File: config.mk
export PLATFORM = sky130hd
export DESIGN_NAME = decode_stage_flat
export DESIGN_NICKNAME = d
export VERILOG_FILES = /design/src/rtl/decode_stage_if.sv /design/src/rtl/decode_stage.sv /design/src/flat_wrapper.sv
export SDC_FILE = /design/constraint.sdc
export NUM_CORES = 1
export LEC_CHECK = 0
export BUFFER_PORTS_ARGS = -buffer_cell sky130_fd_sc_hd__buf_4
export CORE_AREA = 2 2 183 185
export DETAILED_ROUTE_END_ITERATION = 8
export DIE_AREA = 0 0 185 187
export GPL_TIMING_DRIVEN = 0
export PLACE_DENSITY = 0.56
export SYNTH_ARGS = -nofsm -noshare
export SYNTH_HDL_FRONTEND = slang
export SYNTH_SLANG_ARGS = --single-unit
File: constraint.sdc
create_clock -name clk -period 9.5 [get_ports clk]
set_input_delay 1.425 -clock clk [delete_from_list [all_inputs] [get_ports clk]]
set_output_delay 1.425 -clock clk [all_outputs]
set_load 0.02 [all_outputs]
File: src/rtl/decode_stage_if.sv
// Fetch/regfile/execute bundle around the decode stage.
// The decode stage uses the slave view; the surrounding pipeline uses master.
interface decode_stage_if #(
   parameter int XLEN     = 32,
   parameter int PC_WIDTH = 32
);
   logic                flush;
   logic                in_valid;
   logic                in_ready;
   logic [31:0]         in_instr;
   logic [PC_WIDTH-1:0] in_pc;
   logic [4:0]          rs1_addr;
   logic [4:0]          rs2_addr;
   logic [XLEN-1:0]     rs1_data;
   logic [XLEN-1:0]     rs2_data;
   logic                out_valid;
   logic                out_ready;
   logic [6:0]          out_opcode;
   logic [2:0]          out_funct3;
   logic [6:0]          out_funct7;
   logic [4:0]          out_rd_addr;
   logic                out_rd_we;
   logic                out_illegal;
   logic [PC_WIDTH-1:0] out_pc;
   logic [XLEN-1:0]     out_opd1;
   logic [XLEN-1:0]     out_opd2;
   logic [XLEN-1:0]     out_opd3;
   logic [XLEN-1:0]     out_opd4;

   modport slave (
      input  flush, in_valid, in_instr, in_pc,
      input  rs1_data, rs2_data, out_ready,
      output in_ready, rs1_addr, rs2_addr,
      output out_valid, out_opcode, out_funct3,
      output out_funct7, out_rd_addr, out_rd_we,
      output out_illegal, out_pc,
      output out_opd1, out_opd2, out_opd3, out_opd4
   );

   modport master (
      output flush, in_valid, in_instr, in_pc,
      output rs1_data, rs2_data, out_ready,
      input  in_ready, rs1_addr, rs2_addr,
      input  out_valid, out_opcode, out_funct3,
      input  out_funct7, out_rd_addr, out_rd_we,
      input  out_illegal, out_pc,
      input  out_opd1, out_opd2, out_opd3, out_opd4
   );
endinterface

File: src/rtl/decode_stage.sv
// RV32I/RV64-ready decode stage: regfile read, immediates, ALU operands.
// One output register with valid/ready backpressure, flush and illegal flag.
module decode_stage #(
   parameter int XLEN     = 32,
   parameter int PC_WIDTH = 32
) (
   input logic           clk,
   input logic           rst,
   decode_stage_if.slave b
);
   localparam logic [6:0] OP_R     = 7'b0110011;
   localparam logic [6:0] OP_I     = 7'b0010011;
   localparam logic [6:0] OP_LOAD  = 7'b0000011;
   localparam logic [6:0] OP_JALR  = 7'b1100111;
   localparam logic [6:0] OP_S     = 7'b0100011;
   localparam logic [6:0] OP_B     = 7'b1100011;
   localparam logic [6:0] OP_JAL   = 7'b1101111;
   localparam logic [6:0] OP_LUI   = 7'b0110111;
   localparam logic [6:0] OP_AUIPC = 7'b0010111;

   function automatic logic [XLEN-1:0] sext(
      input logic [31:0] v
   );
      return XLEN'($signed(v));
   endfunction

   logic [31:0]     ins;
   logic [6:0]      opc;
   logic [XLEN-1:0] imm_i, imm_s, imm_b;
   logic [XLEN-1:0] imm_j, imm_u, pc_x;
   logic            use1, use2;
   logic            accept;
   logic            n_we, n_ill;
   logic [XLEN-1:0] n_o1, n_o2, n_o3, n_o4;

   assign ins   = b.in_instr;
   assign opc   = ins[6:0];
   assign pc_x  = XLEN'(b.in_pc);
   assign imm_i = sext({{20{ins[31]}}, ins[31:20]});
   assign imm_s = sext({{20{ins[31]}}, ins[31:25],
                        ins[11:7]});
   assign imm_b = sext({{19{ins[31]}}, ins[31], ins[7],
                        ins[30:25], ins[11:8], 1'b0});
   assign imm_j = sext({{11{ins[31]}}, ins[31],
                        ins[19:12], ins[20],
                        ins[30:21], 1'b0});
   assign imm_u = sext({ins[31:12], 12'b0});

   assign b.in_ready = !b.out_valid || b.out_ready;
   assign accept     = b.in_valid && b.in_ready
                       && !b.flush;

   // Register-file read ports depend only on the opcode.
   always_comb begin
      use1 = 1'b0;
      use2 = 1'b0;
      unique case (opc)
         OP_R, OP_S, OP_B: begin
            use1 = 1'b1;
            use2 = 1'b1;
         end
         OP_I, OP_LOAD, OP_JALR: use1 = 1'b1;
         default: ;
      endcase
   end

   assign b.rs1_addr = use1 ? ins[19:15] : 5'd0;
   assign b.rs2_addr = use2 ? ins[24:20] : 5'd0;

   // Operand selection and destination write enable per format.
   always_comb begin
      n_o1  = '0;
      n_o2  = '0;
      n_o3  = '0;
      n_o4  = '0;
      n_we  = 1'b0;
      n_ill = 1'b0;
      unique case (opc)
         OP_R: begin
            n_o1 = b.rs1_data;
            n_o2 = b.rs2_data;
            n_we = 1'b1;
         end
         OP_I, OP_LOAD, OP_JALR: begin
            n_o1 = b.rs1_data;
            n_o2 = imm_i;
            n_we = 1'b1;
         end
         OP_S: begin
            n_o1 = b.rs1_data;
            n_o2 = imm_s;
            n_o3 = b.rs2_data;
         end
         OP_B: begin
            n_o1 = pc_x;
            n_o2 = imm_b;
            n_o3 = b.rs1_data;
            n_o4 = b.rs2_data;
         end
         OP_JAL: begin
            n_o1 = pc_x;
            n_o2 = imm_j;
            n_we = 1'b1;
         end
         OP_LUI: begin
            n_o1 = imm_u;
            n_we = 1'b1;
         end
         OP_AUIPC: begin
            n_o1 = imm_u;
            n_o2 = pc_x;
            n_we = 1'b1;
         end
         default: n_ill = 1'b1;
      endcase
   end

   // Output register; flush wins over accept and drain.
   always_ff @(posedge clk or posedge rst) begin
      if (rst) begin
         b.out_valid   <= 1'b0;
         b.out_opcode  <= '0;
         b.out_funct3  <= '0;
         b.out_funct7  <= '0;
         b.out_rd_addr <= '0;
         b.out_rd_we   <= 1'b0;
         b.out_illegal <= 1'b0;
         b.out_pc      <= '0;
         b.out_opd1    <= '0;
         b.out_opd2    <= '0;
         b.out_opd3    <= '0;
         b.out_opd4    <= '0;
      end else if (b.flush) begin
         b.out_valid <= 1'b0;
      end else if (accept) begin
         b.out_valid   <= 1'b1;
         b.out_opcode  <= opc;
         b.out_funct3  <= ins[14:12];
         b.out_funct7  <= ins[31:25];
         b.out_rd_addr <= n_we ? ins[11:7] : 5'd0;
         b.out_rd_we   <= n_we;
         b.out_illegal <= n_ill;
         b.out_pc      <= b.in_pc;
         b.out_opd1    <= n_o1;
         b.out_opd2    <= n_o2;
         b.out_opd3    <= n_o3;
         b.out_opd4    <= n_o4;
      end else if (b.out_ready) begin
         b.out_valid <= 1'b0;
      end
   end
endmodule

File: src/flat_wrapper.sv
// flat-port wrapper written by rule: the top's interface ports become plain ports
module decode_stage_flat 
#(
   parameter int XLEN     = 32,
   parameter int PC_WIDTH = 32
)
  (clk, rst, b_flush, b_in_valid, b_in_instr, b_in_pc, b_rs1_data, b_rs2_data, b_out_ready, b_in_ready, b_rs1_addr, b_rs2_addr, b_out_valid, b_out_opcode, b_out_funct3, b_out_funct7, b_out_rd_addr, b_out_rd_we, b_out_illegal, b_out_pc, b_out_opd1, b_out_opd2, b_out_opd3, b_out_opd4);
  decode_stage_if #(.XLEN(XLEN), .PC_WIDTH(PC_WIDTH)) b_i ();
  input logic clk;
  input logic rst;
  input wire logic [$bits(b_i.flush)-1:0] b_flush;
  input wire logic [$bits(b_i.in_valid)-1:0] b_in_valid;
  input wire logic [$bits(b_i.in_instr)-1:0] b_in_instr;
  input wire logic [$bits(b_i.in_pc)-1:0] b_in_pc;
  input wire logic [$bits(b_i.rs1_data)-1:0] b_rs1_data;
  input wire logic [$bits(b_i.rs2_data)-1:0] b_rs2_data;
  input wire logic [$bits(b_i.out_ready)-1:0] b_out_ready;
  output wire logic [$bits(b_i.in_ready)-1:0] b_in_ready;
  output wire logic [$bits(b_i.rs1_addr)-1:0] b_rs1_addr;
  output wire logic [$bits(b_i.rs2_addr)-1:0] b_rs2_addr;
  output wire logic [$bits(b_i.out_valid)-1:0] b_out_valid;
  output wire logic [$bits(b_i.out_opcode)-1:0] b_out_opcode;
  output wire logic [$bits(b_i.out_funct3)-1:0] b_out_funct3;
  output wire logic [$bits(b_i.out_funct7)-1:0] b_out_funct7;
  output wire logic [$bits(b_i.out_rd_addr)-1:0] b_out_rd_addr;
  output wire logic [$bits(b_i.out_rd_we)-1:0] b_out_rd_we;
  output wire logic [$bits(b_i.out_illegal)-1:0] b_out_illegal;
  output wire logic [$bits(b_i.out_pc)-1:0] b_out_pc;
  output wire logic [$bits(b_i.out_opd1)-1:0] b_out_opd1;
  output wire logic [$bits(b_i.out_opd2)-1:0] b_out_opd2;
  output wire logic [$bits(b_i.out_opd3)-1:0] b_out_opd3;
  output wire logic [$bits(b_i.out_opd4)-1:0] b_out_opd4;
  assign b_i.flush = b_flush;
  assign b_i.in_valid = b_in_valid;
  assign b_i.in_instr = b_in_instr;
  assign b_i.in_pc = b_in_pc;
  assign b_i.rs1_data = b_rs1_data;
  assign b_i.rs2_data = b_rs2_data;
  assign b_i.out_ready = b_out_ready;
  assign b_in_ready = b_i.in_ready;
  assign b_rs1_addr = b_i.rs1_addr;
  assign b_rs2_addr = b_i.rs2_addr;
  assign b_out_valid = b_i.out_valid;
  assign b_out_opcode = b_i.out_opcode;
  assign b_out_funct3 = b_i.out_funct3;
  assign b_out_funct7 = b_i.out_funct7;
  assign b_out_rd_addr = b_i.out_rd_addr;
  assign b_out_rd_we = b_i.out_rd_we;
  assign b_out_illegal = b_i.out_illegal;
  assign b_out_pc = b_i.out_pc;
  assign b_out_opd1 = b_i.out_opd1;
  assign b_out_opd2 = b_i.out_opd2;
  assign b_out_opd3 = b_i.out_opd3;
  assign b_out_opd4 = b_i.out_opd4;
  decode_stage #(.XLEN(XLEN), .PC_WIDTH(PC_WIDTH)) u_core (.clk(clk), .rst(rst), .b(b_i));
endmodule
==> metrics.yaml <==
worst_setup_path:
  crit_arrival_ns: 3.19
  critPathLaunchType: "input pin"
  cp_common_cell: "buf_4"
  worst_ep_required_time_ns: 8.08
  timing.rr.start: "u_core.b.out_valid"
  endpoint_kind: "output port"
  critPathMaxFanout: 10
  max_stage_delay_ns: 0.48
  crit_chain: "buf_4 -> and4bb_2 -> and3b_1 -> buf_6 -> buf_2 -> nor2_1 -> nor2b_1 -> buf_4"
  slowest_stage: "nor2_1"
  r2r_slack_ns: 7.01
  reg2reg_depth: 6
  worstSetupPathType: "input pin to output port"
  r2r_end: "u_core.b.out_opd3[16]"
synthesis:
  synth_top_family_by_area: "compound AO/OA/AOI/OAI gates"
  ys.flop_type: "dfrtp_1"
  synth_xor_area_share_pct: 0.109
  syn_inst: 684
  muxShareOfSynthArea_pct: 6.74
  synth_seq_cells: 185
  synth_cell_types: 45
  synth_top_area_share_pct: 57.7
  netlist_area_um2: 8030
  synthArstFlopShare_pct: 100
  synth_edf_count: 0
  ys_seq_area_share_pct: 57.7
  synth.area.top_cells: "dfrtp_1 (58%), mux2_2 (6.7%), a22o_1 (6.5%)"
  syn-num-nets: 817
  yosysTopAreaCell: "dfrtp_1"
  yosysWarnings: 0
  synth_compound_area_share_pct: 21.9
  synth.avg_cell_area_um2: 11.7
  yosys.area_share.simple_pct: 9.48
  synthAdderAreaFrac_pct: 0
die:
  initial_utilization_pct: 24.4
  die_h_um: 187
  fp.coreArea_um2: 32900
  rows: 67
  dieArea_um2: 34600
  die_w_um: 185
  pin_count: 329
timing:
  min_period_ns: 4.61
  tns_ns: 0
  tightest_slew_ns: 1.26
  slew_violations: 0
  hold_viol: 0
  finClkSkew_ns: 0.0120
  slew_headroom_pct: 15.0
  fmax_mhz: 217
  setup_violations: 0
  rsz0062_at_grt: "false"
  period_share_pct: 48.5
  whs_ns: 0.483
clock_tree:
  cts.htree.levels: 4
  cts_resized: 0
  cts_sinks: 185
  cts_setup_buffers: 0
  cts_root_buf: "clkbuf_16"
  cts_tree: "done"
  cts_hold_buf: 0
  path_clk_slew_ns: 0.08
  numCtsBuffers: 17
  clk-insertion-delay-late_ns: 0.44
  cts_buffer_depth: 2
finish:
  multi_input_area_um2: 3070
  final_nets: 1164
  drive_gt1_share_pct: 43.6
  area_growth_pct: 45.4
  diodes: 0
  fin_util_pct: 35.5
  fillCellCount: 3395
  regArea_um2: 4630
run_status:
  outcome: "completed"
placement:
  io_buffers: 327
  gp_congestion: 0.838
  hpwl_um: 27000
detailed_routing:
  wl_um: 36600
  wl_per_cell_um: 24.5
  avgViaCountPerCell: 4.99
  ant_nets: 0
  first_pass_iters: 6
  route.detailed.drc: 0
  dr_total_vias: 7448
  drtIter0Drc: 578
hold_path:
  min-delay-start: "u_core.b.out_opd1[23]"
  hold_path_class: "flip-flop to flip-flop"
  min_path_cells: 2
  min_delay_worst_endpoint: "u_core.b.out_opd1[23]"
grt:
  grt_pass1_wl_um: 52100
  grt_overflow: 0
  grt_pass1_vias: 7723
  grt_max_degree: 112
  antenna_found_initial: 0
  track_usage_pct: 21.0
power:
  pwr_density_cell_nw_per_um2: 163
  p_leak_nw: 5.83
  power_mw: 1.90
  vdd_drop_max_uv: 105
flow_run:
  drv_cap: 0
-- how the worst max path moves through the flow --
| stage | start | to | cells past startpoint |
|---|---|---|---|
| 6_report | b_in_instr[1] | b_rs2_addr[2] | 8 |
| 5_1_grt | b_in_instr[1] | b_rs2_addr[2] | 8 |
| 4_1_cts | b_in_instr[1] | b_rs2_addr[3] | 8 |
| 3_5_place_dp | b_in_instr[1] | b_rs2_addr[3] | 8 |
| 3_3_place_gp | rst | u_core.b.out_opd4[26] | 2 |
| 2_1_floorplan | rst | u_core.b.out_funct3[0] | 1 |
-- per-layer routing --
| metal | wire (um) | GRT usage [%] | share of wire (%) |
|---|---|---|---|
| met1 | 15200 | 26.7 | 42 |
| met2 | 17400 | 33.7 | 48 |
| met3 | 2720 | 5.35 | 7.4 |
| met4 | 1220 | 9.22 | 3.3 |
| met5 | 0 | 0 | 0 |
-- cell families (layout without fill, tap and decap cells) --
kind of cell	count (synthesis)	after routing
compound gates	220	220
xor+xnor	1	1
buf+inv	70	430
flops	185	185
mux	48	48
simple gates	160	160
-- worst max-delay path: cells and delay by family --
kind,cells,cell delay (ns)
buf+inv,4,0.68
simple gates,4,1.07
-- Yosys cell counts, types with 5 or more instances --
library cell and n:
o21ai_0 37, a22o_1 60, inv_1 14, a222oi_1 28, and2_1 6, a22oi_1 56, a221o_1 20, nor2b_1 5
nand2b_1 5, dfrtp_1 185, mux2_2 48, buf_2 30, nand2_1 117, clkbuf_1 21
-- placed cells by master (no fill, tap or decap), types with 2 or more instances in the layout --
cell          n
nand3b_1      3
clkinv_2      2
nor2b_1       5
or3_1         2
buf_2        30
buf_4       329
a21oi_1       3
mux2_2       48
nor2_1        3
nand2b_1      5
a22oi_1      56
a22o_1       60
bufinv_16     2
clkbuf_16    17
o2bb2ai_1     2
nand2_1     117
inv_8         2
a222oi_1     28
a31oi_1       2
o21ai_0      37
nand4b_1      4
buf_6         3
dfrtp_1     185
inv_1        13
o21ai_1       4
clkinv_4      2
clkinvlp_4    2
and2_1        6
inv_6         5
nor3_2        3
clkbuf_1     21
a21o_1        2
a221o_1      20
-- sequential cells by signal, summed over array words and instances (netlist names) --
name,count
u_core.b.out_funct7,7
u_core.b.out_pc,32
u_core.b.out_rd_addr,5
u_core.b.out_illegal,1
u_core.b.out_funct3,3
u_core.b.out_rd_we,1
u_core.b.out_opcode,7
u_core.b.out_opd2,32
u_core.b.out_opd3,32
u_core.b.out_valid,1
u_core.b.out_opd4,32
u_core.b.out_opd1,32
-- report_power, final --
| part | switching [mW] | internal (mW) | total, mW |
|---|---|---|---|
| Combinational | 0.175 | 0.132 | 0.307 |
| Clock | 0.343 | 0.401 | 0.744 |
| Sequential | 0.0216 | 0.829 | 0.850 |
-- through the flow --
step / std cells / setup slack [ns] / area [um2]
6_report: 1492 / 4.89 / 11700
5_1_grt: 1492 / 4.85 / 11700
4_1_cts: 1492 / 4.94 / 11700
3_5_place_dp: 1460 / 4.95 / 11100
3_3_place_gp: 1459 / 0.370 / 11000
2_1_floorplan: 684 / 3.05 / 8030
-- area by class of cell --
type / count / area share (%)
Timing Repair Buffer: 328 / 21.3
Clock inverter: 14 / 1.35
Sequential cell: 185 / 39.7
Tap cell: 448 / 4.80
Multi-Input combinational cell: 429 / 26.3
Inverter: 14 / 0.515
Clock buffer: 18 / 3.76
Buffer: 56 / 2.38
Note: power is estimated with default switching activity, not from simulation.
